### config.mk
export PLATFORM = sky130hd
export DESIGN_NAME = cv32e40p_sleep_ctrl
export DESIGN_NICKNAME = d
export VERILOG_FILES = /design/src/rtl/cv32e40p_pkg.sv /design/src/rtl/cv32e40p_sleep_stats.sv /design/src/rtl/cv32e40p_sleep_ctrl.sv
export SDC_FILE = /design/constraint.sdc
export NUM_CORES = 1
export LEC_CHECK = 0
export BUFFER_PORTS_ARGS = -buffer_cell sky130_fd_sc_hd__buf_2
export CAP_MARGIN = 10
export CORE_UTILIZATION = 35
export CTS_BUF_LIST = sky130_fd_sc_hd__clkbuf_4 sky130_fd_sc_hd__clkbuf_8
export CTS_CLUSTER_SIZE = 10
export DETAILED_ROUTE_END_ITERATION = 8
export GPL_TIMING_DRIVEN = 0
export PLACE_DENSITY = 0.66
export SLEW_MARGIN = 20
export SYNTH_ARGS = -nofsm -noshare
export SYNTH_HDL_FRONTEND = slang
export SYNTH_SLANG_ARGS = --single-unit
### constraint.sdc
create_clock -name clk_ungated_i -period 2.3 [get_ports clk_ungated_i]
set_input_delay 0.345 -clock clk_ungated_i [delete_from_list [all_inputs] [get_ports clk_ungated_i]]
set_output_delay 0.345 -clock clk_ungated_i [all_outputs]
set_load 0.02 [all_outputs]
### src/rtl/cv32e40p_pkg.sv
// rtl/cv32e40p_pkg.sv - shared types and constants for the sleep controller
// Contents:
//   sleep_ctrl_state_e : sleep controller FSM state, encoding visible on state_o
//   SLEEP_WAKE_CNT_W   : width of the wake-delay down-counter
package cv32e40p_pkg;

    localparam int unsigned SLEEP_WAKE_CNT_W = 4;

    typedef enum logic [1:0] {
        ACTIVE = 2'd0,
        DRAIN  = 2'd1,
        SLEEP  = 2'd2,
        WAKE   = 2'd3
    } sleep_ctrl_state_e;

endpackage

### src/rtl/cv32e40p_sleep_stats.sv
// rtl/cv32e40p_sleep_stats.sv - saturating 32-bit sleep cycle counter
// Ports:
//   clk_i    : free-running clock
//   rst_ni   : asynchronous active-low reset
//   clear_i  : synchronous clear, wins over increment
//   inc_i    : count this cycle
//   count_o  : current count, holds at 32'hFFFF_FFFF
module cv32e40p_sleep_stats (
    input  logic        clk_i,
    input  logic        rst_ni,
    input  logic        clear_i,
    input  logic        inc_i,
    output logic [31:0] count_o
);

    logic [31:0] cnt_d;
    logic [31:0] cnt_q;

    always_comb begin
        cnt_d = cnt_q;
        if (clear_i) begin
            cnt_d = '0;
        end else if (inc_i && (cnt_q != 32'hFFFF_FFFF)) begin
            cnt_d = cnt_q + 32'd1;
        end
    end

    always_ff @(posedge clk_i or negedge rst_ni) begin
        if (!rst_ni) begin
            cnt_q <= '0;
        end else begin
            cnt_q <= cnt_d;
        end
    end

    assign count_o = cnt_q;

endmodule

### src/rtl/cv32e40p_sleep_ctrl.sv
// rtl/cv32e40p_sleep_ctrl.sv - WFI sleep sequencer for the core clock gate
// Optional feature macro: CV32E40P_SLEEP_STATS_EN (sleep cycle statistics).
// Parameter WAKE_CYCLES (1..15): cycles spent in WAKE before WFI retires.
// Ports:
//   clk_ungated_i  : free-running clock
//   rst_n          : asynchronous active-low reset
//   setback_i      : synchronous return to reset state
//   fetch_enable_i : fetch enable, made sticky here
//   wfi_req_i      : WFI held in ID
//   no_sleep_i     : debug / single-step / trigger, WFI must not sleep
//   irq_pending_i  : enabled interrupt pending
//   debug_req_i    : external debug request
//   if/lsu/apu_busy_i : outstanding activity that must drain before sleep
//   fetch_enable_o : sticky fetch enable
//   clock_en_o     : enable to the core clock gate
//   core_sleep_o   : core is asleep
//   wfi_done_o     : one-cycle pulse, WFI may retire
//   state_o        : FSM state for trace
//   sleep_cycles_o : sleep cycle count (zero without the stats macro)
module cv32e40p_sleep_ctrl
    import cv32e40p_pkg::*;
#(
    parameter int unsigned WAKE_CYCLES = 2
) (
    input  logic        clk_ungated_i,
    input  logic        rst_n,
    input  logic        setback_i,
    input  logic        fetch_enable_i,
    input  logic        wfi_req_i,
    input  logic        no_sleep_i,
    input  logic        irq_pending_i,
    input  logic        debug_req_i,
    input  logic        if_busy_i,
    input  logic        lsu_busy_i,
    input  logic        apu_busy_i,
    output logic        fetch_enable_o,
    output logic        clock_en_o,
    output logic        core_sleep_o,
    output logic        wfi_done_o,
    output logic [1:0]  state_o,
    output logic [31:0] sleep_cycles_o
);

    if ((WAKE_CYCLES < 1) || (WAKE_CYCLES > 15)) begin : g_bad_wake_cycles
        $error("cv32e40p_sleep_ctrl: WAKE_CYCLES must be in 1..15");
    end

    localparam logic [SLEEP_WAKE_CNT_W-1:0] WAKE_LOAD = SLEEP_WAKE_CNT_W'(WAKE_CYCLES - 1);

    sleep_ctrl_state_e             state_d, state_q;
    logic [SLEEP_WAKE_CNT_W-1:0]   cnt_d, cnt_q;
    logic                          fetch_enable_d, fetch_enable_q;
    logic                          wake_evt;
    logic                          busy;

    assign wake_evt = irq_pending_i | debug_req_i;
    assign busy     = if_busy_i | lsu_busy_i | apu_busy_i;

    always_comb begin
        state_d        = state_q;
        cnt_d          = cnt_q;
        fetch_enable_d = fetch_enable_q | fetch_enable_i;
        clock_en_o     = 1'b0;
        core_sleep_o   = 1'b0;
        wfi_done_o     = 1'b0;

        unique case (state_q)
            ACTIVE: begin
                clock_en_o = fetch_enable_q;
                if (fetch_enable_q && wfi_req_i) begin
                    // A WFI that cannot sleep retires immediately as a NOP.
                    if (no_sleep_i || wake_evt) begin
                        wfi_done_o = 1'b1;
                    end else begin
                        state_d = DRAIN;
                    end
                end
            end
            DRAIN: begin
                clock_en_o = 1'b1;
                if (!wfi_req_i) begin
                    state_d = ACTIVE;
                end else if (wake_evt) begin
                    state_d = WAKE;
                    cnt_d   = WAKE_LOAD;
                end else if (!busy) begin
                    state_d = SLEEP;
                end
            end
            SLEEP: begin
                // Combinational so the gated clock restarts in the wake cycle;
                // nothing else registered changes while asleep.
                clock_en_o   = wake_evt;
                core_sleep_o = !wake_evt;
                if (wake_evt) begin
                    state_d = WAKE;
                    cnt_d   = WAKE_LOAD;
                end
            end
            WAKE: begin
                clock_en_o = 1'b1;
                if (cnt_q == '0) begin
                    wfi_done_o = 1'b1;
                    state_d    = ACTIVE;
                end else begin
                    cnt_d = cnt_q - 1'b1;
                end
            end
            default: begin
                state_d = ACTIVE;
            end
        endcase

        if (setback_i) begin
            state_d        = ACTIVE;
            cnt_d          = '0;
            fetch_enable_d = 1'b0;
        end
    end

    always_ff @(posedge clk_ungated_i or negedge rst_n) begin
        if (!rst_n) begin
            state_q        <= ACTIVE;
            cnt_q          <= '0;
            fetch_enable_q <= 1'b0;
        end else begin
            state_q        <= state_d;
            cnt_q          <= cnt_d;
            fetch_enable_q <= fetch_enable_d;
        end
    end

    assign fetch_enable_o = fetch_enable_q;
    assign state_o        = state_q;

`ifdef CV32E40P_SLEEP_STATS_EN
    cv32e40p_sleep_stats u_stats (
        .clk_i   (clk_ungated_i),
        .rst_ni  (rst_n),
        .clear_i (setback_i),
        .inc_i   (core_sleep_o),
        .count_o (sleep_cycles_o)
    );
`else
    assign sleep_cycles_o = 32'h0;
`endif

endmodule

==> results list <==
* Clock tree from TritonCTS: built
* Layout overhead on the synthesized area: 33.0%
* Type of destination of the critical path: primary output
* Worst Path Class, Setup: reg -> out
- The detailed router finished its first iteration with 17 violations.
- In the final routed layout, each cell accounts on average for 8.01 um.
- Gate count of the mapped netlist: 95
- The min-delay analysis places its worst path in the category in -> reg.
- Dividing the synthesized area by the synthesized cell count gives 8.49 um^2.
- Number of iterations in the first detailed-routing pass: 4
- The Yosys step of the flow raised 0 warnings.
- By area the synthesized netlist is led by sky130_fd_sc_hd__buf_4 30%, sky130_fd_sc_hd__dfrtp_1 22%, sky130_fd_sc_hd__ha_1 11%.
* Antenna Violating Nets Remaining: 0
* Highest metal layer with signal wires: met3
- The die covers 0.00250 mm^2.
- Core Area: 0.00219 mm^2
- Antenna violations before repair: 0
- The share of the Yosys chip area taken by registers is 21.7%.
- Post-synthesis async set-or-reset flop share: 100%
- Worst stage delay on the critical path: 0.43 ns
- Max cap viols: 0
- Yosys mapped the design onto 32 distinct sky130hd cell types.
- Setup repair after global routing left no endpoint under its margin.
- The slowest stage of the critical path belongs to the cell sky130_fd_sc_hd__dfrtp_1.
* Count of standard-cell rows: 17
* Origin of the worst setup path: state_o[0]
- Top FF cell, synth: sky130_fd_sc_hd__dfrtp_1
* Worst reg-to-reg setup slack: 0.38 ns
- The net count of the finished layout is 165.
- The completed layout was analyzed and its total power is 0.379 mW.
- Cell breakdown of the critical path: inv_1, ha_1, o31a_1, nand3_1, a21oi_1, buf_2
- Summed over all instances, the cell type with the most area after synthesis is sky130_fd_sc_hd__buf_4.
* Worst clock skew: 0.00295 ns
* Largest fanout on the critical path: 6
- Effective utilization at floorplan: 36.8%
* Clock tree sinks: 7
* Most frequent cell after synthesis: sky130_fd_sc_hd__buf_4
- Setup ws final: 0.262 ns
- Via density per instance: 3.94
- After clock tree synthesis, the clock-pin slew on the worst setup and hold paths is 0.05 ns.
- Number of diodes added for antenna fixing: 0
- Global-route usage over all layers: 11.1%
- Worst Path Required: 1.96 ns
- Summing all flip-flop and latch instances after layout gives 175 um^2.
- Filler cell count in the final layout: 227
- Cell Pwr Density: 353 mW/mm^2
* RePlAce Congestion: 0.792
* Detailed placement HPWL: 1.22 mm
- Logic depth of the worst register-to-register path: 6
* Data arrival time of the worst path: 1.69 ns
- Final cell utilization of the core: 49.0%
* Max frequency: 0.491 GHz
* Clock latency at the later pin of the worst-skew pair: 0.24 ns
- Pins Over Slew Limit: 0
- For this design the static power due to leakage is 0.600 nW.
* Critical path launch point type: register
* Setup-violating endpoint count in the final report: 0
* Critical register-to-register path startpoint: cnt_q[0]
- On the final layout, the worst hold slack is 0.318 ns.
- The top cell type by area accounts for 29.8% of the synthesized area.
* Fraction of final layout cells with drive strength greater than 1: 37.7%
* Routed wire length on met2: 644 um
* Total area of multi-input combinational cells: 489 um^2
- Entering global routing, the biggest net connects 9 pins.
- The routed design uses 109 um of met3 wire.
- Total Neg Setup Slack: 0 ns
- Post-Synthesis Cell Area: 807 um^2
- Boundary pin count: 49
- Count of flip-flops with a built-in enable after synthesis: 0
- Result of the run: finished clean
- Number of instances resized during post-cts repair: 0
- In this run the critical register-to-register path is captured at state_o[0].
- In the final routing, the length of wire on met1 measures 640 um.
- The critical path ends at wfi_done_o.
* Number of buffers on the longest clock path: 2
- Detailed routing inserted a total of 685 vias.
* Setup Slack @ Placement: 0.377 ns
- Sorting the synthesized cells by how often they occur yields 32 x sky130_fd_sc_hd__buf_4, 7 x sky130_fd_sc_hd__dfrtp_1, 7 x sky130_fd_sc_hd__ha_1.
- During placement, the flow inserted port buffers numbering 15.
* Total length of routed wires: 1.39 mm
* H-Tree Level Count: 1
* Highest ir drop seen on vdd: 0.000292 V
* Wire length of the first global-routing pass: 2.19 mm
* Number of design rule violations left after detail routing: 0
- Clock period minus worst slack: 2.04 ns
- Count of state elements after synthesis: 7
- Share of the clock period used by the worst path: 88.6%
- Number of failing hold endpoints at the final stage: 0
- Die extent in y: 50.0 um
* Number of global-route vias before repair: 564
* Die W: 50.0 um
- GRT Residual Overflow: 0
- Root Buffer Master: sky130_fd_sc_hd__clkbuf_4
- Clock tree synthesis inserted a total of 3 buffers.
area by class of cell:
type | instances | area share, %
inverters | 4 | 1.40
repair buffers | 16 | 7.93
multi-input cells | 82 | 45.6
plain buffers | 33 | 22.7
well taps | 28 | 3.26
flip-flops and latches | 7 | 16.3
clock buffers | 4 | 2.80
kinds of logic (layout without fill, tap and decap cells):
family	after synthesis	after routing	share of synthesized area [%]
AO/OA/AOI/OAI	17	17	16.6
XOR/XNOR	1	1	1.09
adder cells (fa/ha/maj)	7	7	10.9
buffers and inverters	37	57	32.1
flip-flops	7	7	21.7
other	1	32	0.465
AND/OR/NAND/NOR	25	25	17.2
per-stage QoR:
| step | cell area, um^2 | instances |
|---|---|---|
| 6_report | 1070 | 174 |
| 5_1_grt | 1070 | 174 |
| 4_1_cts | 1070 | 174 |
| 3_5_place_dp | 1030 | 169 |
| 3_3_place_gp | 1030 | 169 |
| 2_1_floorplan | 923 | 126 |
metal layers:
layer  global-route usage (%)  vias to the layer above
li1                         -                      367
met1                     13.6                      283
met2                     18.9                       35
met3                     2.16                        0
met5                        0                        -
met4                     4.29                        0
state kept, by name, indices dropped and copies added, names as in the netlist:
| signal | cells |
|---|---|
| cnt_q | 4 |
| fetch_enable_o | 1 |
| state_o | 2 |
worst min path at each step:
stage	to	depth (start not counted)	from
after CTS	fetch_enable_o	3	fetch_enable_i
after detailed placement	fetch_enable_o	1	rst_n
after floorplan	cnt_q[0]	0	rst_n
final	fetch_enable_o	3	fetch_enable_i
after global placement	fetch_enable_o	1	rst_n
after global routing	fetch_enable_o	3	fetch_enable_i
critical path: cells and delay by family (launching register included):
kind,cells,cell delay (ns)
AO/OA/AOI/OAI,2,0.34
adder cells (fa/ha/maj),1,0.25
buffers and inverters,2,0.34
flip-flops,1,0.43
AND/OR/NAND/NOR,1,0.08
layout by cell type (no fill, tap or decap), types with 2 or more instances in the layout:
cell type | synthesis | layout
sky130_fd_sc_hd__buf_4 | 32 | 32
sky130_fd_sc_hd__conb_1 | 1 | 32
sky130_fd_sc_hd__buf_2 | 0 | 15
sky130_fd_sc_hd__ha_1 | 7 | 7
sky130_fd_sc_hd__dfrtp_1 | 7 | 7
sky130_fd_sc_hd__nor2_1 | 6 | 6
sky130_fd_sc_hd__nand2_1 | 5 | 5
sky130_fd_sc_hd__inv_1 | 4 | 4
sky130_fd_sc_hd__clkbuf_4 | 0 | 4
sky130_fd_sc_hd__a21oi_1 | 3 | 3
sky130_fd_sc_hd__nand3_1 | 2 | 2
sky130_fd_sc_hd__o21ai_0 | 2 | 2
sky130_fd_sc_hd__a221oi_2 | 2 | 2
sky130_fd_sc_hd__nand2b_1 | 2 | 2
sky130_fd_sc_hd__o211ai_1 | 2 | 2
sky130_fd_sc_hd__a2bb2oi_1 | 2 | 2
power by group:
part / leakage, nW / internal [mW] / total, mW / switching, mW
registers: 0.0962 / 0.126 / 0.128 / 0.00288
clock network: 0.0184 / 0.0775 / 0.115 / 0.0379
logic: 0.485 / 0.0565 / 0.136 / 0.0791
total: 0.600 / 0.260 / 0.379 / 0.120
repair_timing:
action,in CTS,in global routing
hold endpoints to repair,7,0
endpoints found under the setup margin,0,0
hold buffers,1,0
setup buffers,0,0
No activity file was read; power rests on OpenSTA's default activity.
